===== src/rtl/axis_detector_player_if.sv =====
// AXI4-Stream event channel for the detector player: 128-bit {time, pattern} beats.
interface axis_detector_player_if;
   logic [127:0] tdata;
   logic         tvalid;
   logic         tready;

   modport master (output tdata, output tvalid, input tready);
   modport slave  (input tdata, input tvalid, output tready);
endinterface


===== src/rtl/axis_detector_player.sv =====
// Replays timestamped hit patterns onto a 64-bit detector bus; one event is
// accepted, waited for, and then driven for cfg_data+1 cycles before returning to zero.
module axis_detector_player (
   input  logic                         aclk,
   input  logic                         aresetn,
   input  logic [3:0]                   cfg_data,
   axis_detector_player_if.slave        s_axis,
   output logic [63:0]                  det_data,
   output logic [63:0]                  sts_time,
   output logic [31:0]                  sts_late,
   output logic                         sts_busy
);

   typedef enum logic [2:0] {
      S_IDLE = 3'd0,
      S_WAIT = 3'd1,
      S_FIRE = 3'd2
   } state_t;

   state_t      state;
   state_t      state_next;
   logic [63:0] time_q;
   logic [63:0] evt_time;
   logic [63:0] evt_pat;
   logic [31:0] late_q;
   logic [3:0]  pw;
   logic [3:0]  cntr;
   logic        accept;
   logic        due;
   logic        pulse_done;

   assign accept     = s_axis.tvalid && s_axis.tready;
   assign due        = (time_q >= evt_time);
   assign pulse_done = (cntr == pw);

   // tready depends only on registered state and reset, never on tvalid.
   assign s_axis.tready = (state == S_IDLE) && aresetn;
   assign sts_time      = time_q;
   assign sts_late      = late_q;
   assign sts_busy      = (state != S_IDLE);

   // NOTE: sequential state uses non-blocking assignments so every register
   // samples the pre-edge values of its neighbours, independent of block order.
   always_ff @(posedge aclk) begin
      if (!aresetn) state <= S_IDLE;
      else          state <= state_next;
   end

   // NOTE: state_next gets a default before the case so no path leaves it
   // unassigned, which would otherwise infer a latch.
   always_comb begin
      state_next = S_IDLE;
      case (state)
         S_IDLE:  state_next = accept     ? S_WAIT : S_IDLE;
         S_WAIT:  state_next = due        ? S_FIRE : S_WAIT;
         S_FIRE:  state_next = pulse_done ? S_IDLE : S_FIRE;
         default: state_next = S_IDLE;
      endcase
   end

   always_ff @(posedge aclk) begin
      if (!aresetn) begin
         time_q   <= '0;
         evt_time <= '0;
         evt_pat  <= '0;
         late_q   <= '0;
         pw       <= '0;
         cntr     <= '0;
         det_data <= '0;
      end else begin
         time_q <= time_q + 64'd1;
         case (state)
            S_IDLE: begin
               if (accept) begin
                  evt_time <= s_axis.tdata[127:64];
                  evt_pat  <= s_axis.tdata[63:0];
               end
            end
            S_WAIT: begin
               if (due) begin
                  det_data <= evt_pat;
                  pw       <= cfg_data;
                  cntr     <= '0;
                  // Equality means on time; only strictly later counts as late.
                  if (time_q != evt_time && late_q != '1)
                     late_q <= late_q + 32'd1;
               end
            end
            S_FIRE: begin
               cntr <= cntr + 4'd1;
               if (pulse_done) det_data <= '0;
            end
            default: det_data <= '0;
         endcase
      end
   end

endmodule

===== src/flat_wrapper.sv =====
// flat-port wrapper written by rule: the top's interface ports become plain ports
module axis_detector_player_flat 
  (aclk, aresetn, cfg_data, det_data, sts_time, sts_late, sts_busy, s_axis_tdata, s_axis_tvalid, s_axis_tready);
  axis_detector_player_if s_axis_i ();
  input  logic aclk;
  input  logic aresetn;
  input  logic [3:0] cfg_data;
  output logic [63:0] det_data;
  output logic [63:0] sts_time;
  output logic [31:0] sts_late;
  output logic sts_busy;
  input wire logic [$bits(s_axis_i.tdata)-1:0] s_axis_tdata;
  input wire logic [$bits(s_axis_i.tvalid)-1:0] s_axis_tvalid;
  output wire logic [$bits(s_axis_i.tready)-1:0] s_axis_tready;
  assign s_axis_i.tdata = s_axis_tdata;
  assign s_axis_i.tvalid = s_axis_tvalid;
  assign s_axis_tready = s_axis_i.tready;
  axis_detector_player u_core (.aclk(aclk), .aresetn(aresetn), .cfg_data(cfg_data), .s_axis(s_axis_i), .det_data(det_data), .sts_time(sts_time), .sts_late(sts_late), .sts_busy(sts_busy));
endmodule

===== config.mk =====
export PLATFORM = sky130hd
export DESIGN_NAME = axis_detector_player_flat
export DESIGN_NICKNAME = d
export VERILOG_FILES = /design/src/rtl/axis_detector_player_if.sv /design/src/rtl/axis_detector_player.sv /design/src/flat_wrapper.sv
export SDC_FILE = /design/constraint.sdc
export NUM_CORES = 1
export LEC_CHECK = 0
export BUFFER_PORTS_ARGS = -buffer_cell sky130_fd_sc_hd__buf_2
export CORE_MARGIN = 2
export CORE_UTILIZATION = 59
export DETAILED_ROUTE_END_ITERATION = 8
export GPL_TIMING_DRIVEN = 1
export PLACE_DENSITY = 0.92
export SYNTH_ARGS = -nofsm -noshare
export SYNTH_HDL_FRONTEND = slang
export SYNTH_SLANG_ARGS = --single-unit

===== constraint.sdc =====
create_clock -name aclk -period 6 [get_ports aclk]
set_clock_uncertainty 0.2 [all_clocks]
set_input_delay 0.9 -clock aclk [delete_from_list [all_inputs] [get_ports aclk]]
set_output_delay 0.9 -clock aclk [all_outputs]
set_load 0.05 [all_outputs]

# [Word-level counts from Yosys, hierarchy flattened]
# Index checks and enable logic that the tools add are counted.
[word_totals] out_inout_bits=162 elab_cells=40 in_bits=135 ff_bits=299
[classes] muxes=9 addsub=3 n_lt_le_gt_ge=1 n_reduce_logical=11 eq_ne=7 bitwise_logic=1
[ops] operator="$pmux 64 s3" n=1
[ops] operator="$mux 64" n=2
[ops] operator="$add 64x1->64 const B" n=1
[ops] operator="$ge 64x64->1" n=1
[ops] operator="$ne 64x64->1" n=1
[ops] operator="$add 32x1->32 const B" n=1
[ops] operator="$ne 32x32->1 const B" n=1
[ops] operator="$pmux 3 s3" n=1
[ops] operator="$pmux 4 s2" n=1
[ops] operator="$reduce_and 2->1" n=3
[ops] operator="$reduce_and 3->1" n=2
[ops] operator="$add 4x1->4 const B" n=1
[ops] operator="$eq 4x4->1" n=1
[ops] operator="$mux 2" n=2
[ops] operator="$mux 4" n=1
[ops] operator="$ne 2x1->1 const B" n=2
[ops] operator="$eq 3x1->1 const B" n=1
[ops] operator="$eq 3x2->1 const B" n=1
[ops] operator="$logic_and 1x1->1" n=3
[ops] operator="$logic_not 3->1" n=1
[ops] operator="$reduce_bool 3->1" n=1
[ops] operator="$reduce_bool 2->1" n=1
[ops] operator="$mux 1" n=1
[ops] operator="$not 1->1" n=1

# [Logic depth before layout (Yosys ltp)]
[logic_depth] ltp_word=5 ltp_mapped=12

# [Least setup slack after synthesis]
# OpenSTA, ideal clock, no wires.
[synth_timing] path_kind="input to register" start="in aresetn" end="reg u_core.evt_time[10]" setup_ns=0.087 setup_slack_ns=2.544 path_buffers=4 t_arrival_ns=3.169 required_time_ns=5.713 cell_stages=9 path_cell_list="clkbuf_1 > nand2_1 > nor2_1 > and2_1 > clkbuf_1 > clkbuf_1 > buf_1 > nand2_1 > o31ai_1"
[synth_between] elab_chain_len=3
[synth_lines] item="from (decl)" line_no="flat_wrapper.sv:6" text="input logic aresetn;"
[synth_lines] item="$logic_and 1x1->1" line_no="axis_detector_player.sv:37" text="assign s_axis.tready = (state == S_IDLE) && aresetn;"
[synth_lines] item="via s_axis_tready" line_no="flat_wrapper.sv:14" text="output wire logic [$bits(s_axis_i.tready)-1:0] s_axis_tready;"
[synth_lines] item="$logic_and 1x1->1" line_no="axis_detector_player.sv:32" text="assign accept = s_axis.tvalid && s_axis.tready;"
[synth_lines] item="$reduce_and 2->1 (no source line)"
[synth_lines] item="to (signal assigned)" line_no="axis_detector_player.sv:75" text="evt_time <= s_axis.tdata[127:64];"
[synth_lines] item="to (decl)" line_no="axis_detector_player.sv:23" text="logic [63:0] evt_time;"
# The timed path passes the listed nets, and every way through them passes these cells.
# A chain may end at the register's enable or synchronous reset.

# [Worst setup path after layout]
[layout_timing] start="reg u_core.time_q[55] (netlist: u_core.sts_time[55])" end="reg u_core.late_q[10] (netlist: u_core.sts_late[10])"
[layout_between] elab_chain_len=3
[layout_lines] item="from (decl)" line_no="axis_detector_player.sv:22" text="logic [63:0] time_q;"
[layout_lines] item="from (signal assigned)" line_no="axis_detector_player.sv:71" text="time_q <= time_q + 64'd1;"
[layout_lines] item="parallel branches: the longest is 2 deep, another holds $ge 64x64->1"
[layout_lines] item="$reduce_and 3->1 (no source line) (*)"
[layout_lines] item="to (signal assigned)" line_no="axis_detector_player.sv:86" text="late_q <= late_q + 32'd1;"
[layout_lines] item="to (decl)" line_no="axis_detector_player.sv:25" text="logic [31:0] late_q;"
# Mark *: on every way between the ends.

==> qor.yml <==
yosys:
  synth_flop_cell: "dfxtp_1"
  ys_seq_elements: 298
  yosysTopAreaCell: "dfxtp_1"
  seq_area_frac_synth: 0.440
  synth_area_leaders: "dfxtp_1, nand2_1, and3_1"
  synthesis.area_mm2: 0.0136
  synthCells: 1605
  synth_edf_count: 0
  synth_top_cell_area_share: 0.440
  synthArstFlopShare: 0
  syn-num-nets: 1807
  yosysWarnings: 0
  avgSynthCellArea_um2: 8.45
  ys_types: 52
layout:
  syn_to_final_growth_pct: 19.0
  fin_nets: 2036
  final_cell_mix: "dfxtp_1, buf_2, nand2_1"
  fillers: 1677
  final_layout_size_suffix_gt1_frac: 0.195
  final_area_mm2: 0.0161
  final_common_cell: "dfxtp_1"
placement:
  port_buffers: 296
  dpl-instance-area_mm2: 0.0151
  place_congestion: 0.917
  hpwl_mm: 24.3
setup_path:
  slowest_delay_ns: 0.82
  path_buf_inv: 1
  slowest_stage: "buf_4"
  cp_max_fo: 128
  cp.required_ns: 6.23
  crit_type: "reg2reg"
  reg2reg_from: "u_core.sts_time[55]$_SDFF_PN0_"
  cp-startpoint: "u_core.sts_time[55]$_SDFF_PN0_"
  start_kind: "register"
  critPathArrivalTime_ns: 4.01
  crit_chain: "ha_1, nand4_1, nor3_1, a221oi_1, o211ai_1, o41ai_4, buf_4, nor4_1, mux2i_1"
  cp-end-kind: "register"
  critPathTopFamily: "compound AO/OA/AOI/OAI gates"
timing:
  max_freq_mhz: 265
  setup_viol: 0
  rsz0062_at_grt: "false"
  period_needed_ns: 3.77
  slew_viol_final: 0
  hold_viol: 0
  fin_crit_sh: 0.629
  maxSlewHeadroom: 0.158
  timing_worst_slew_pin_value_ns: 1.26
  setup-tns-final_ns: 0
clock_tree:
  cts_buffers: 31
  clockRootBuffer: "clkbuf_16"
  path_clk_slew_ns: 0.06
  cts_setup_buffers: 0
  clock_path_buffers: 3
  clock_latency_ns: 0.56
  htreeDepth: 1
  hold_buffers: 0
  clock_sinks: 298
  cts-resized-gates: 0
  cts_tree: "done"
drt:
  drc: 0
  drt_iter0_drc: 1056
  drtAntennaViolNets: 0
  drtPass1Iterations: 6
  routedWlPerCell_um: 17.2
  wirelength_mm: 36.8
  via_count: 12600
  viasPerCell: 5.88
global_route:
  grt_pass1_wl_mm: 58.1
  antenna_found_initial: 6
  grt-ovfl-total: 0
  first_global_vias: 11900
  grt_max_degree: 177
  grtUsageTotal: 0.288
hold_path:
  min_from: "u_core.evt_pat[39]$_SDFFE_PN0P_"
  hp-class: "reg2reg"
power:
  ir_drop_mv: 0.221
  switching_power_mw: 1.01
  p_per_area_mw_per_mm2: 273
  internal_power_mw: 3.40
  comb_power_share: 0.066
  finalPower_mw: 4.41
  swShare: 0.229
  p_clk_frac: 0.462
  p_leak_nw: 7.33
  seqPwrFrac: 0.471
floorplan:
  die-area_mm2: 0.0242
  core_area_mm2: 0.0226
  rows: 55
  die_y_um: 156
  die_w_um: 156
  initial_utilization: 0.599
  boundaryPins: 297
outcome:
  status: "complete, no violations"
job:
  cap_violations: 0
## area by class of cell
| class | count | area, µm² | share of cell area |
|---|---|---|---|
| Antenna cell | 5 | 12.5 | 0.000775 |
| Clock buffer | 43 | 851 | 0.0527 |
| Clock inverter | 10 | 218 | 0.0135 |
| Inverter | 82 | 310 | 0.0192 |
| Multi-Input combinational cell | 1118 | 6880 | 0.426 |
| Sequential cell | 298 | 5970 | 0.370 |
| Tap cell | 285 | 357 | 0.0221 |
| Timing Repair Buffer | 303 | 1550 | 0.0960 |
## stage by stage
stage / instances / worst slack (ns) / utilization / hold WS, ns
after global routing: 2141 / 2.04 / 0.712 / 0.272
after global placement: 2086 / 2.34 / 0.665 / 0.240
after CTS: 2139 / 2.31 / 0.712 / 0.255
after floorplan: 1605 / 2.54 / - / 0.231
final: 2144 / 2.23 / 0.713 / 0.254
after detailed placement: 2086 / 2.36 / 0.665 / 0.247
## flip-flops by register name (all words and copies together) (netlist names)
register / cells
u_core.state: 2
u_core.pw: 4
u_core.sts_time: 64
u_core.evt_time: 64
u_core.sts_late: 32
u_core.cntr: 4
u_core.det_data: 64
u_core.evt_pat: 64
## path summary, 6_finish.rpt
kind	to	slack [ns]	cells after the start
setup / recovery	u_core.sts_late[10]$_SDFFE_PN0P_	2.23	9
hold / removal	u_core.evt_pat[39]$_SDFFE_PN0P_	0.25	2
hold reg to reg	u_core.evt_pat[39]$_SDFFE_PN0P_	0.25	2
setup reg to reg	u_core.sts_late[10]$_SDFFE_PN0P_	2.23	9
## cells in the mapped netlist (all sizes together) (4+ instances only)
master,number
o21a,65
xor2,34
xnor2,21
and3,139
a21oi,74
nand2,244
nor3,19
ha,67
mux2i,5
or3,17
o21ai,98
o31ai,85
buf,16
nand4,33
a21o,4
and4,16
or4,22
inv,82
nand3,53
nor4,10
dfxtp,298
nand2b,11
and2,4
nor2,75
clkbuf,91
## power by group through the flow
stage,Clock [mW],Sequential (mW),Combinational (mW)
after floorplan,0,2.12,0.189
after global placement,0,2.12,0.276
after detailed placement,0,2.12,0.289
after CTS,2.06,2.08,0.292
after global routing,2.14,2.08,0.328
final,2.04,2.08,0.293
## worst reg2reg max path: stages (launching register included)
cell and delay, ns:
dfxtp_1 0.34, ha_1 0.37, nand4_1 0.23, nor3_1 0.07, a221oi_1 0.42, o211ai_1 0.29
o41ai_4 0.40, buf_4 0.82, nor4_1 0.34, mux2i_1 0.17
## cells by family after synthesis
logic type               Yosys count  synth area share
AO/OA/AOI/OAI                    344             0.161
flip-flops                       298             0.440
buffers and inverters            189            0.0554
adder cells (fa/ha/maj)           67            0.0618
XOR/XNOR                          55            0.0355
multiplexers                       5           0.00369
AND/OR/NAND/NOR                  647             0.243
## routing by layer
layer  vias to the layer above  routed length [µm]  track usage
li1                       6080                   -            -
met1                      5908               14800        0.357
met2                       519               17300        0.486
met3                       105                3090       0.0656
met4                         2                1540        0.119
met5                         -                  11            0
Power figures use the tool's default switching activity.
